## src/rtl/pipeline_fwd_scoreboard.sv

```systemverilog
// In-flight register-write scoreboard with multi-port operand forwarding and load-use stall.
// Optional macro FWD_LATE_BYPASS_EN forwards returning load data in the cycle it arrives.
module pipeline_fwd_scoreboard_lane #(
  parameter int DATA_W    = 32,
  parameter int IDX_W     = 5,
  parameter int FWD_DEPTH = 3
) (
  input  logic [IDX_W-1:0]                  idx,
  input  logic [DATA_W-1:0]                 rf_val,
  input  logic [FWD_DEPTH-1:0]              sb_vld,
  input  logic [FWD_DEPTH-1:0]              sb_rdy,
  input  logic [FWD_DEPTH-1:0][IDX_W-1:0]   sb_idx,
  input  logic [FWD_DEPTH-1:0][DATA_W-1:0]  sb_val,
  input  logic [FWD_DEPTH-1:0]              byp_slot,
  input  logic [DATA_W-1:0]                 byp_data,
  output logic [DATA_W-1:0]                 fwd,
  output logic                              stall
);
  logic              hit, hit_rdy, hit_byp;
  logic [DATA_W-1:0] hit_val;

  always_comb begin
    hit     = 1'b0;
    hit_rdy = 1'b0;
    hit_byp = 1'b0;
    hit_val = '0;
    // Scan oldest to youngest so the youngest match wins, ready or not.
    for (int k = FWD_DEPTH-1; k >= 0; k--) begin
      if (sb_vld[k] && sb_idx[k] == idx) begin
        hit     = 1'b1;
        hit_rdy = sb_rdy[k];
        hit_byp = byp_slot[k];
        hit_val = sb_val[k];
      end
    end
    fwd   = rf_val;
    stall = 1'b0;
    if (idx == '0) begin
      fwd = '0;
    end else if (hit) begin
      if (hit_rdy)      fwd = hit_val;
      else if (hit_byp) fwd = byp_data;
      else begin
        fwd   = hit_val;
        stall = 1'b1;
      end
    end
  end
endmodule

module pipeline_fwd_scoreboard #(
  parameter int DATA_W     = 32,
  parameter int IDX_W      = 5,
  parameter int READ_PORTS = 2,
  parameter int FWD_DEPTH  = 3,
  parameter int LOAD_LAT   = 1
) (
  input  logic                         clk,
  input  logic                         rst,
  input  logic [READ_PORTS*IDX_W-1:0]  src_idx,
  input  logic [READ_PORTS*DATA_W-1:0] src_rf_val,
  output logic [READ_PORTS*DATA_W-1:0] fwd_val,
  input  logic                         issue_valid,
  input  logic                         issue_we,
  input  logic [IDX_W-1:0]             issue_rd,
  input  logic                         issue_is_load,
  input  logic [DATA_W-1:0]            issue_result,
  input  logic                         flush,
  input  logic                         load_data_valid,
  input  logic [DATA_W-1:0]            load_data,
  output logic                         stall_out,
  output logic [15:0]                  stall_count,
  output logic                         proto_err
);
  if (LOAD_LAT < 1 || FWD_DEPTH < LOAD_LAT + 1) begin : g_bad_cfg
    $error("pipeline_fwd_scoreboard: need LOAD_LAT >= 1 and FWD_DEPTH >= LOAD_LAT+1");
  end

  logic [FWD_DEPTH-1:0]             vld_pipe;
  logic [FWD_DEPTH-1:0]             sb_rdy;
  logic [FWD_DEPTH-1:0][IDX_W-1:0]  sb_idx;
  logic [FWD_DEPTH-1:0][DATA_W-1:0] sb_val;
  logic [FWD_DEPTH-1:0]             byp_slot;
  logic [DATA_W-1:0]                byp_data;
  logic [READ_PORTS-1:0]            port_stall;
  logic                             accept, ld_hit;

  assign accept    = issue_valid & ~stall_out & ~flush;
  assign ld_hit    = load_data_valid & vld_pipe[LOAD_LAT-1] & ~sb_rdy[LOAD_LAT-1];
  assign stall_out = |port_stall;

  // Bypass mask is constant zero unless the late bypass is built in.
  always_comb begin
    byp_slot = '0;
    byp_data = '0;
`ifdef FWD_LATE_BYPASS_EN
    byp_slot[LOAD_LAT-1] = ld_hit;
    byp_data             = load_data;
`endif
  end

  pipeline_fwd_scoreboard_lane #(
    .DATA_W    (DATA_W),
    .IDX_W     (IDX_W),
    .FWD_DEPTH (FWD_DEPTH)
  ) u_lane [READ_PORTS-1:0] (
    .idx      (src_idx),
    .rf_val   (src_rf_val),
    .sb_vld   (vld_pipe),
    .sb_rdy   (sb_rdy),
    .sb_idx   (sb_idx),
    .sb_val   (sb_val),
    .byp_slot (byp_slot),
    .byp_data (byp_data),
    .fwd      (fwd_val),
    .stall    (port_stall)
  );

  always_ff @(posedge clk or negedge rst) begin
    if (!rst) begin
      vld_pipe    <= '0;
      sb_rdy      <= '0;
      sb_idx      <= '0;
      sb_val      <= '0;
      stall_count <= '0;
      proto_err   <= 1'b0;
    end else begin
      for (int k = FWD_DEPTH-1; k > 0; k--) begin
        vld_pipe[k] <= vld_pipe[k-1];
        sb_rdy[k]   <= sb_rdy[k-1];
        sb_idx[k]   <= sb_idx[k-1];
        sb_val[k]   <= sb_val[k-1];
      end
      vld_pipe[0] <= accept & issue_we & (issue_rd != '0);
      sb_idx[0]   <= issue_rd;
      sb_rdy[0]   <= ~issue_is_load;
      sb_val[0]   <= issue_result;
      // Returning load data lands in the slot the pending load shifts into.
      if (ld_hit) begin
        sb_rdy[LOAD_LAT] <= 1'b1;
        sb_val[LOAD_LAT] <= load_data;
      end
      if (load_data_valid && !ld_hit)
        proto_err <= 1'b1;
      if (stall_out && issue_valid && stall_count != 16'hFFFF)
        stall_count <= stall_count + 16'd1;
    end
  end
endmodule

```

## config.mk

```make
export PLATFORM = sky130hd
export DESIGN_NAME = pipeline_fwd_scoreboard
export DESIGN_NICKNAME = d
export VERILOG_FILES = /design/src/rtl/pipeline_fwd_scoreboard.sv
export SDC_FILE = /design/constraint.sdc
export NUM_CORES = 1
export LEC_CHECK = 0
export CORE_MARGIN = 2
export CORE_UTILIZATION = 50
export DETAILED_ROUTE_END_ITERATION = 12
export PLACE_DENSITY = 0.84
export SYNTH_ARGS = -nofsm -noshare
export SYNTH_HDL_FRONTEND = slang
export SYNTH_HIERARCHICAL = 1
export SYNTH_SLANG_ARGS = --single-unit
```

## constraint.sdc

```tcl
create_clock -name clk -period 6.7 [get_ports clk]
set_clock_uncertainty 0.2 [all_clocks]
set_input_delay 0.67 -clock clk [delete_from_list [all_inputs] [get_ports clk]]
set_output_delay 0.67 -clock clk [all_outputs]
set_load 0.05 [all_outputs]
```

* Yosys cells after proc, flatten, opt, wreduce, memory -nomap -nowiden *
Index checks and enable logic that the tools add are counted.
Widths: inputs -> output; s select.

storage, ports and cells
  flip-flop bits (word level) = 134
  input port bits = 150
  output and inout bits = 82

cells by class
  $add $sub $neg = 1
  mux-type cells = 30
  bitwise operators = 10
  reductions and logical operators = 14
  equal/unequal tests = 7

operators by type and width
  kind                   count
  $mux 32                11
  $eq 5x5->1             6
  $mux 1                 19
  $add 16x1->16 const B  1
  $ne 16x16->1 const B   1
  $logic_not 5->1        2
  $logic_and 1x1->1      9
  $and 1x1->1            6
  $reduce_bool 5->1      1
  $not 1->1              4
  $reduce_or 2->1        1
  $logic_not 1->1        1

* Depth between registers and ports, before layout *
Gate-level depths: netlist of the first run.

  word-level depth = 14
  depth in mapped cells = 13
  gate-level depth less buffers = 10

* By module *
Netlist of the first run, hierarchy kept.

by module, submodules not included
  module                        sequential area each (um^2)  area each (um^2)  cells an instance  times used
  pipeline_fwd_scoreboard       3353.2                       4231.6            233                1
  pipeline_fwd_scoreboard_lane  0.0                          1800.5            241                2

* Worst setup path before layout of the first run *
No wires, ideal clock.

  kind = input -> output
  from = input port src_idx[0]
  to = output port fwd_val[24]
  slack = 2.609 ns
  stages on the path = 9
  path buffers = 3
  arrival = 3.221 ns
  data required time = 5.830 ns
  cells stage by stage = xnor2_1 -> nand4_1 -> or2_1 -> buf_2 -> nand3_1 -> clkbuf_1 -> clkbuf_1 -> o21ai_0 -> a311oi_1

between the ends
  longest elaborated chain between the ends = 7
  elaborated cells between the ends (all ways) = 15
  those cells by class = 3 x eq/ne; 8 x mux; 4 x reduce/logical

ends and longest elaborated chain
  element                                          RTL line  RTL
  from (decl)                                      60        input logic [READ_PORTS*IDX_W-1:0] src_idx,
  $eq 5x5->1                                       29        if (sb_vld[k] && sb_idx[k] == idx) begin
  $logic_and 1x1->1                                29
  $mux 32 or $mux 1 (tied branches) (3 in series)  29
  $mux 32                                          40        end else if (hit) begin
  $mux 32 (*)                                      38        if (idx == '0) begin
  to (decl)                                        62        output logic [READ_PORTS*DATA_W-1:0] fwd_val,

Mark *: on every way between the ends. The rest lies on a longest branch, timed or not.

* Worst setup path after layout of the first run *
  from = input port src_idx[5]
  to = output port fwd_val[34]

The elaborated chain is that of the path after synthesis.

==> results of run 1 <==
## layout make-up
| class | count | area, um^2 |
|---|---|---|
| clock buffers | 19 | 453 |
| clock inverters | 12 | 178 |
| fillers | 1085 | 4160 |
| inverters | 65 | 244 |
| multi-input cells | 520 | 4170 |
| flip-flops and latches | 134 | 3350 |
| well taps | 211 | 264 |
| repair buffers | 244 | 2440 |
## metrics by stage
stage / worst slack (ps) / utilization [%] / cells / hold slack [ps]
floorplan: 2610 / - / 788 / 159
global placement: 1460 / 68.6 / 1174 / 183
detailed placement: 1390 / 68.6 / 1174 / 191
CTS: 1360 / 72.8 / 1205 / 44.9
global route: 1160 / 72.8 / 1205 / 70.6
finish: 1300 / 72.8 / 1205 / 28.4
## routing by layer
metal / vias to the layer above / GRT usage (%) / routed length [um]
li1: 3305 / - / -
met1: 3554 / 38.1 / 10100
met2: 362 / 51.2 / 12300
met3: 52 / 7.76 / 2120
met4: 2 / 11.2 / 654
met5: - / 0 / 12
## worst max-delay path: cells and delay by family
family / cells / cell delay (ps)
xor gates and xnor gates: 1 / 230
buffers and inverters: 3 / 1630
AOI/OAI and AO/OA: 4 / 1630
and+or+nand+nor: 1 / 360
## final timing paths
check,cells past startpoint,startpoint,to,slack (ps)
worst max-delay path,9,src_idx[5],fwd_val[34],1300
worst min-delay path,1,rst,sb_val[38],30
worst max register to register,10,sb_idx[4],stall_count[14],2970
worst min register to register,0,sb_val[55],sb_val[87],200
max in group asynchronous,2,rst,sb_val[88],4960
min in group clk,0,sb_val[55],sb_val[87],200
## synth_stat cells, drive strengths merged, types with 2 or more instances
cell type and number:
buf 25, o221a 62, inv 65, o21ai 63, mux2 35, xor2 13
a2111oi 64, o2111a 2, nor4 5, a31oi 5, nand3 14, a21o 2
and4 2, dfrtp 134, clkbuf 44, and3 3, o2111ai 6, nor3b 2
nand4 9, nor2 12, o211ai 7, o21bai 2, a311oi 62, nor3 9
and2 5, or2 7, xnor2 27, nand2 16, nand3b 2
## flip-flops by register name, indices dropped and copies added (netlist names)
signal       flops
sb_val          96
sb_idx          15
proto_err        1
vld_pipe         3
sb_rdy           3
stall_count     16
## power by group through the flow
stage	Clock, W	Sequential, W	Combinational [W]
floorplan	0	0.000912	0.000205
global placement	0	0.000905	0.000407
detailed placement	0	0.000907	0.000410
CTS	0.000991	0.000894	0.000412
global route	0.00103	0.000901	0.000437
finish	0.000977	0.000895	0.000413
## logic make-up (layout without fill, tap and decap cells)
family / count (synthesis) / after routing / synth area share [%]
DFF: 134 / 134 / 42.8
xor gates and xnor gates: 40 / 40 / 4.47
adders and majority gates: 1 / 1 / 0.160
AOI/OAI and AO/OA: 278 / 278 / 32.2
and+or+nand+nor: 92 / 92 / 7.56
buffers and inverters: 134 / 340 / 7.65
muxes: 35 / 35 / 5.13
other: 1 / 74 / 0.0479
==> flow_metrics.tcl, run 1 <==
set metrics [dict create \
    status "finished with violations" \
    violations "slew limit" \
    wl_per_cell_um 21.0 \
    ant_nets 0 \
    fin_crit_sh_pct 80.5 \
    slowest_delay_ps 830 \
    dr_total_vias 7275 \
    synth_area_leader_cell "dfrtp_1" \
    critPathCaptureType "output pin" \
    clockBufferDepth 2 \
    pwr-share-clk_pct 42.8 \
    crit_path_top_delay_cell "a2111oi_0" \
    ir_drop_mv 0.211 \
    critPathArrivalTime_ps 4530 \
    drt_iter0_drc 625 \
    diodes 0 \
    grt_use_total_pct 30.4 \
    avgSynthCellArea_um2 11.0 \
    cts_hold_buf 0 \
    max_freq_ghz 0.185 \
    die_y_um 129 \
    start_util_pct 51.3 \
    p_total_w 0.00229 \
    cts_tree "done" \
    synth_top_area_share_pct 42.8 \
    rsz0062_at_grt "no" \
    worst_slew_pin_slew_ps 3970 \
    power_frac_comb_pct 18.1 \
    share_seq_of_total_power_pct 39.2 \
    final_common_cell "clkdlybuf4s50_1" \
    grt_overflow 0 \
    final_layout_size_suffix_gt1_share_pct 18.4 \
    ys_seq_area_share_pct 42.8 \
    crit_fanout 26 \
    yosysUniqueCellTypes 58 \
    grt_max_degree 70 \
    path_common_cell "clkdlybuf4s50_1" \
    place_area_um2 10500 \
    grt_pass1_wl_mm 39.1 \
    p_sw_w 0.000607 \
    crit_type "input port to output pin" \
    antenna_found_initial 1 \
    routed_via_density 6.04 \
    min_period_ps 5400 \
    dp_hpwl_mm 17.2 \
    drc_errors 0 \
    p_leak_nw 4.15 \
    path_cells "clkdlybuf4s50_1, xor2_1, nor4_4, o211ai_1, buf_4, o221a_2, a2111oi_0, a311oi_1, clkdlybuf4s50_1" \
    finalSetupTns_ps 0 \
    yosys-top-cells-area "dfrtp_1 43%, o221a_2 8.9%, a2111oi_0 5.6%, mux2_2 4.6%, a311oi_1 4.5%" \
    most-common-layout-cells "230 x clkdlybuf4s50_1, 134 x dfrtp_1, 74 x conb_1, 65 x inv_1" \
    fp.dieW_um 129 \
    core_um2 15300 \
    p_sw_share_pct 26.5 \
    synth_edf_count 0 \
    cts_made_buffers 17 \
    clock_latency_ps 420 \
    drt-total-wl_mm 25.3 \
    slew_headroom_pct -165 \
    clk_pin_slew_worst_paths_ps 60 \
    critPathLaunchType "input port" \
    layout.nets 1133 \
    dr.pass1.iters 8 \
    ys_seq_elements 134 \
    cts_setup_buffers 0 \
    yosys_warnings 6 \
    maxCapViolations 0 \
    crit_required_ps 5830 \
    p_int_w 0.00168 \
    ys.flop_type "dfrtp_1" \
    syn_inst 715 \
    hp-class "input port to asynchronous set/reset pin" \
    grt_pass1_vias 7224 \
    dieArea_um2 16700 \
    async_reset_ff_share_pct 100 \
    hold_violations 0 \
    area_growth_pct 41.7 \
    cts_sinks 134 \
    power.density_nw_per_um2 206 \
    core.rowCount 45 \
    cts_root_buf "clkbuf_16" \
    cts_max_level 4 \
    final-setup-viol-count 0 \
    ioPinCount 232 \
    postCtsResizedCells 0 \
    synthesis.area_um2 7830 \
    drv_slew 136 \
    port_buffers 231 \
    place_congestion 0.899 \
    fin_area_um2 11100 \
]
(Power assumes the default switching activity.)
==> run 2, diff against run 1 <==
--- a/config.mk
+++ b/config.mk
@@ -6,9 +6,9 @@
 export NUM_CORES = 1
 export LEC_CHECK = 0
 export CORE_MARGIN = 2
-export CORE_UTILIZATION = 50
+export CORE_UTILIZATION = 44
 export DETAILED_ROUTE_END_ITERATION = 12
-export PLACE_DENSITY = 0.84
+export PLACE_DENSITY = 0.78
 export SYNTH_ARGS = -nofsm -noshare
 export SYNTH_HDL_FRONTEND = slang
 export SYNTH_HIERARCHICAL = 1
==> constraint.sdc (replaced) <==
create_clock -name clk -period 4.9 [get_ports clk]
set_clock_uncertainty 0.2 [all_clocks]
set_input_delay 0.49 -clock clk [delete_from_list [all_inputs] [get_ports clk]]
set_output_delay 0.49 -clock clk [all_outputs]
set_load 0.05 [all_outputs]
==> flow_metrics.tcl, run 2 (synthesis results as in run 1) <==
set metrics [dict create \
    status "finished with violations" \
    violations "slew limit" \
    dieArea_um2 18900 \
    min_period_ps 4230 \
    cts_max_level 4 \
    path_cells "clkdlybuf4s50_1, xnor2_1, nand4_1, or2_1, nand3_2, buf_4, o21ai_0, a311oi_1, buf_12" \
    fillers 1385 \
    final_layout_size_suffix_gt1_share_pct 25.5 \
    p_leak_nw 4.26 \
    rr_worst_depth 11 \
    path_depth 9 \
    core_um2 17400 \
    cts_setup_buffers 0 \
    multi_input_area_um2 4180 \
    holdWs_ps 195 \
    critPathLaunchType "input port" \
    clock_latency_ps 410 \
    place_ws_ps 708 \
    setup_ws_ps 669 \
    p_total_w 0.00304 \
    hold_violations 0 \
    cts_tree "done" \
    drt_iter0_drc 754 \
    share_seq_of_total_power_pct 40.2 \
    postCtsResizedCells 0 \
    use_met1_pct 34.3 \
    critical-path-top-delay-family "buffers and inverters" \
    ioPinCount 232 \
    grt_pass1_wl_mm 38.9 \
    ant_nets 0 \
    grt_max_degree 95 \
    use_met2_pct 44.9 \
    final_common_cell "clkdlybuf4s50_1" \
    pwr-share-clk_pct 41.5 \
    place_congestion 0.926 \
    crit_path_top_delay_cell "or2_1" \
    largest_register_ffs 96 \
    hp-class "register to register" \
    maxCapViolations 0 \
    ir_drop_mv 0.259 \
    hold_path_depth 0 \
    p_sw_share_pct 27.3 \
    drv_slew 136 \
    reg.largest.list "sb_val x96, stall_count x16, sb_idx x15" \
    slew_headroom_pct -175 \
    regArea_um2 3350 \
    cts_root_buf "clkbuf_16" \
    routed_via_density 5.93 \
    grt_overflow 0 \
    drc_errors 0 \
    critPathCaptureType "output pin" \
    final-setup-viol-count 0 \
    slowest_delay_ps 670 \
    crit_required_ps 4210 \
    p_int_w 0.00221 \
    wl_per_cell_um 20.7 \
    core.rowCount 48 \
    dr.pass1.iters 5 \
    grt_use_total_pct 27.0 \
    cts_made_buffers 17 \
    most-common-layout-cells "165 x clkdlybuf4s50_1, 134 x dfrtp_1, 85 x buf_4, 74 x conb_1, 65 x inv_1" \
    worst-path-buf-inv 3 \
    worst_slew_pin_slew_ps 4110 \
    fp.dieW_um 137 \
    p_sw_w 0.000830 \
    cts_sinks 134 \
    grt_pass1_vias 7057 \
    start_util_pct 45.1 \
    crit_fanout 42 \
    top_register "sb_val" \
    dp_hpwl_mm 17.2 \
    power.density_nw_per_um2 276 \
    rsz0062_at_grt "no" \
    critPathArrivalTime_ps 3540 \
    dr_total_vias 7296 \
    layout.nets 1144 \
    r2r_slack_ps 1370 \
    clk_pin_slew_worst_paths_ps 50 \
    clockBufferDepth 2 \
    drt-total-wl_mm 25.4 \
    power_frac_comb_pct 18.3 \
    crit_type "input port to output pin" \
    antenna_found_initial 0 \
    diodes 0 \
    max_freq_ghz 0.236 \
    finalSetupTns_ps 0 \
    port_buffers 231 \
    use_met3_pct 6.66 \
    die_y_um 137 \
    fin_crit_sh_pct 86.3 \
    area_growth_pct 40.6 \
    busiest_layer "met2" \
]
## run 2: cell types whose count changed in the layout (fill, tap and decap cells not counted), sizes merged
cell           previous run  this run
clkbuf                   19        23
clkdlybuf4s50           230       165
buf                      14        89
clkinv                    4         3
bufinv                    4         2
dlygate4sd3               0         1
clkinvlp                  4         3
## run 2: per-layer routing
metal / wire, um / vias up / part of all wire (%)
met1: 10300 / 3559 / 40
met4: 541 / 0 / 2.1
met5: 0 / - / 0
met3: 2230 / 45 / 8.8
met2: 12400 / 360 / 49
li1: - / 3332 / -
## run 2: final cells by class
cell class              instances  share of cell area [%]
well taps                     225                    2.56
clock buffers                  23                    4.43
inverters                      65                    2.22
multi-input cells             520                    37.9
clock inverters                 8                   0.886
flip-flops and latches        134                    30.4
repair buffers                255                    21.5
## run 2: final timing paths
kind	start	end
max in group asynchronous	rst	sb_val[22]
min reg2reg	sb_rdy[1]	sb_rdy[2]
min	sb_rdy[1]	sb_rdy[2]
min in group asynchronous	rst	sb_val[5]
max	src_idx[3]	fwd_val[0]
max reg2reg	sb_idx[3]	stall_count[14]
## run 2: per-stage QoR
stage | cell area [um^2] | instances | utilization [%]
after global routing | 11000 | 1230 | 63.5
final | 11000 | 1230 | 63.5
after floorplan | 8110 | 788 | -
after global placement | 10400 | 1198 | 60.0
after CTS | 11000 | 1230 | 63.5
after detailed placement | 10400 | 1198 | 60.0
## run 2: power by group through the flow
| stage | Clock [W] | Sequential (W) | Combinational [W] |
|---|---|---|---|
| 5_1_grt | 0.00134 | 0.00123 | 0.000595 |
| 2_1_floorplan | 0 | 0.00125 | 0.000280 |
| 4_1_cts | 0.00128 | 0.00122 | 0.000557 |
| 6_report | 0.00126 | 0.00122 | 0.000557 |
| 3_5_place_dp | 0 | 0.00124 | 0.000554 |
| 3_3_place_gp | 0 | 0.00124 | 0.000550 |
## run 2: repair_timing
item                                   4_1_cts  5_1_grt
endpoints found under the hold margin       34        0
hold buffers                                 1        0
setup endpoints to repair                    0        0
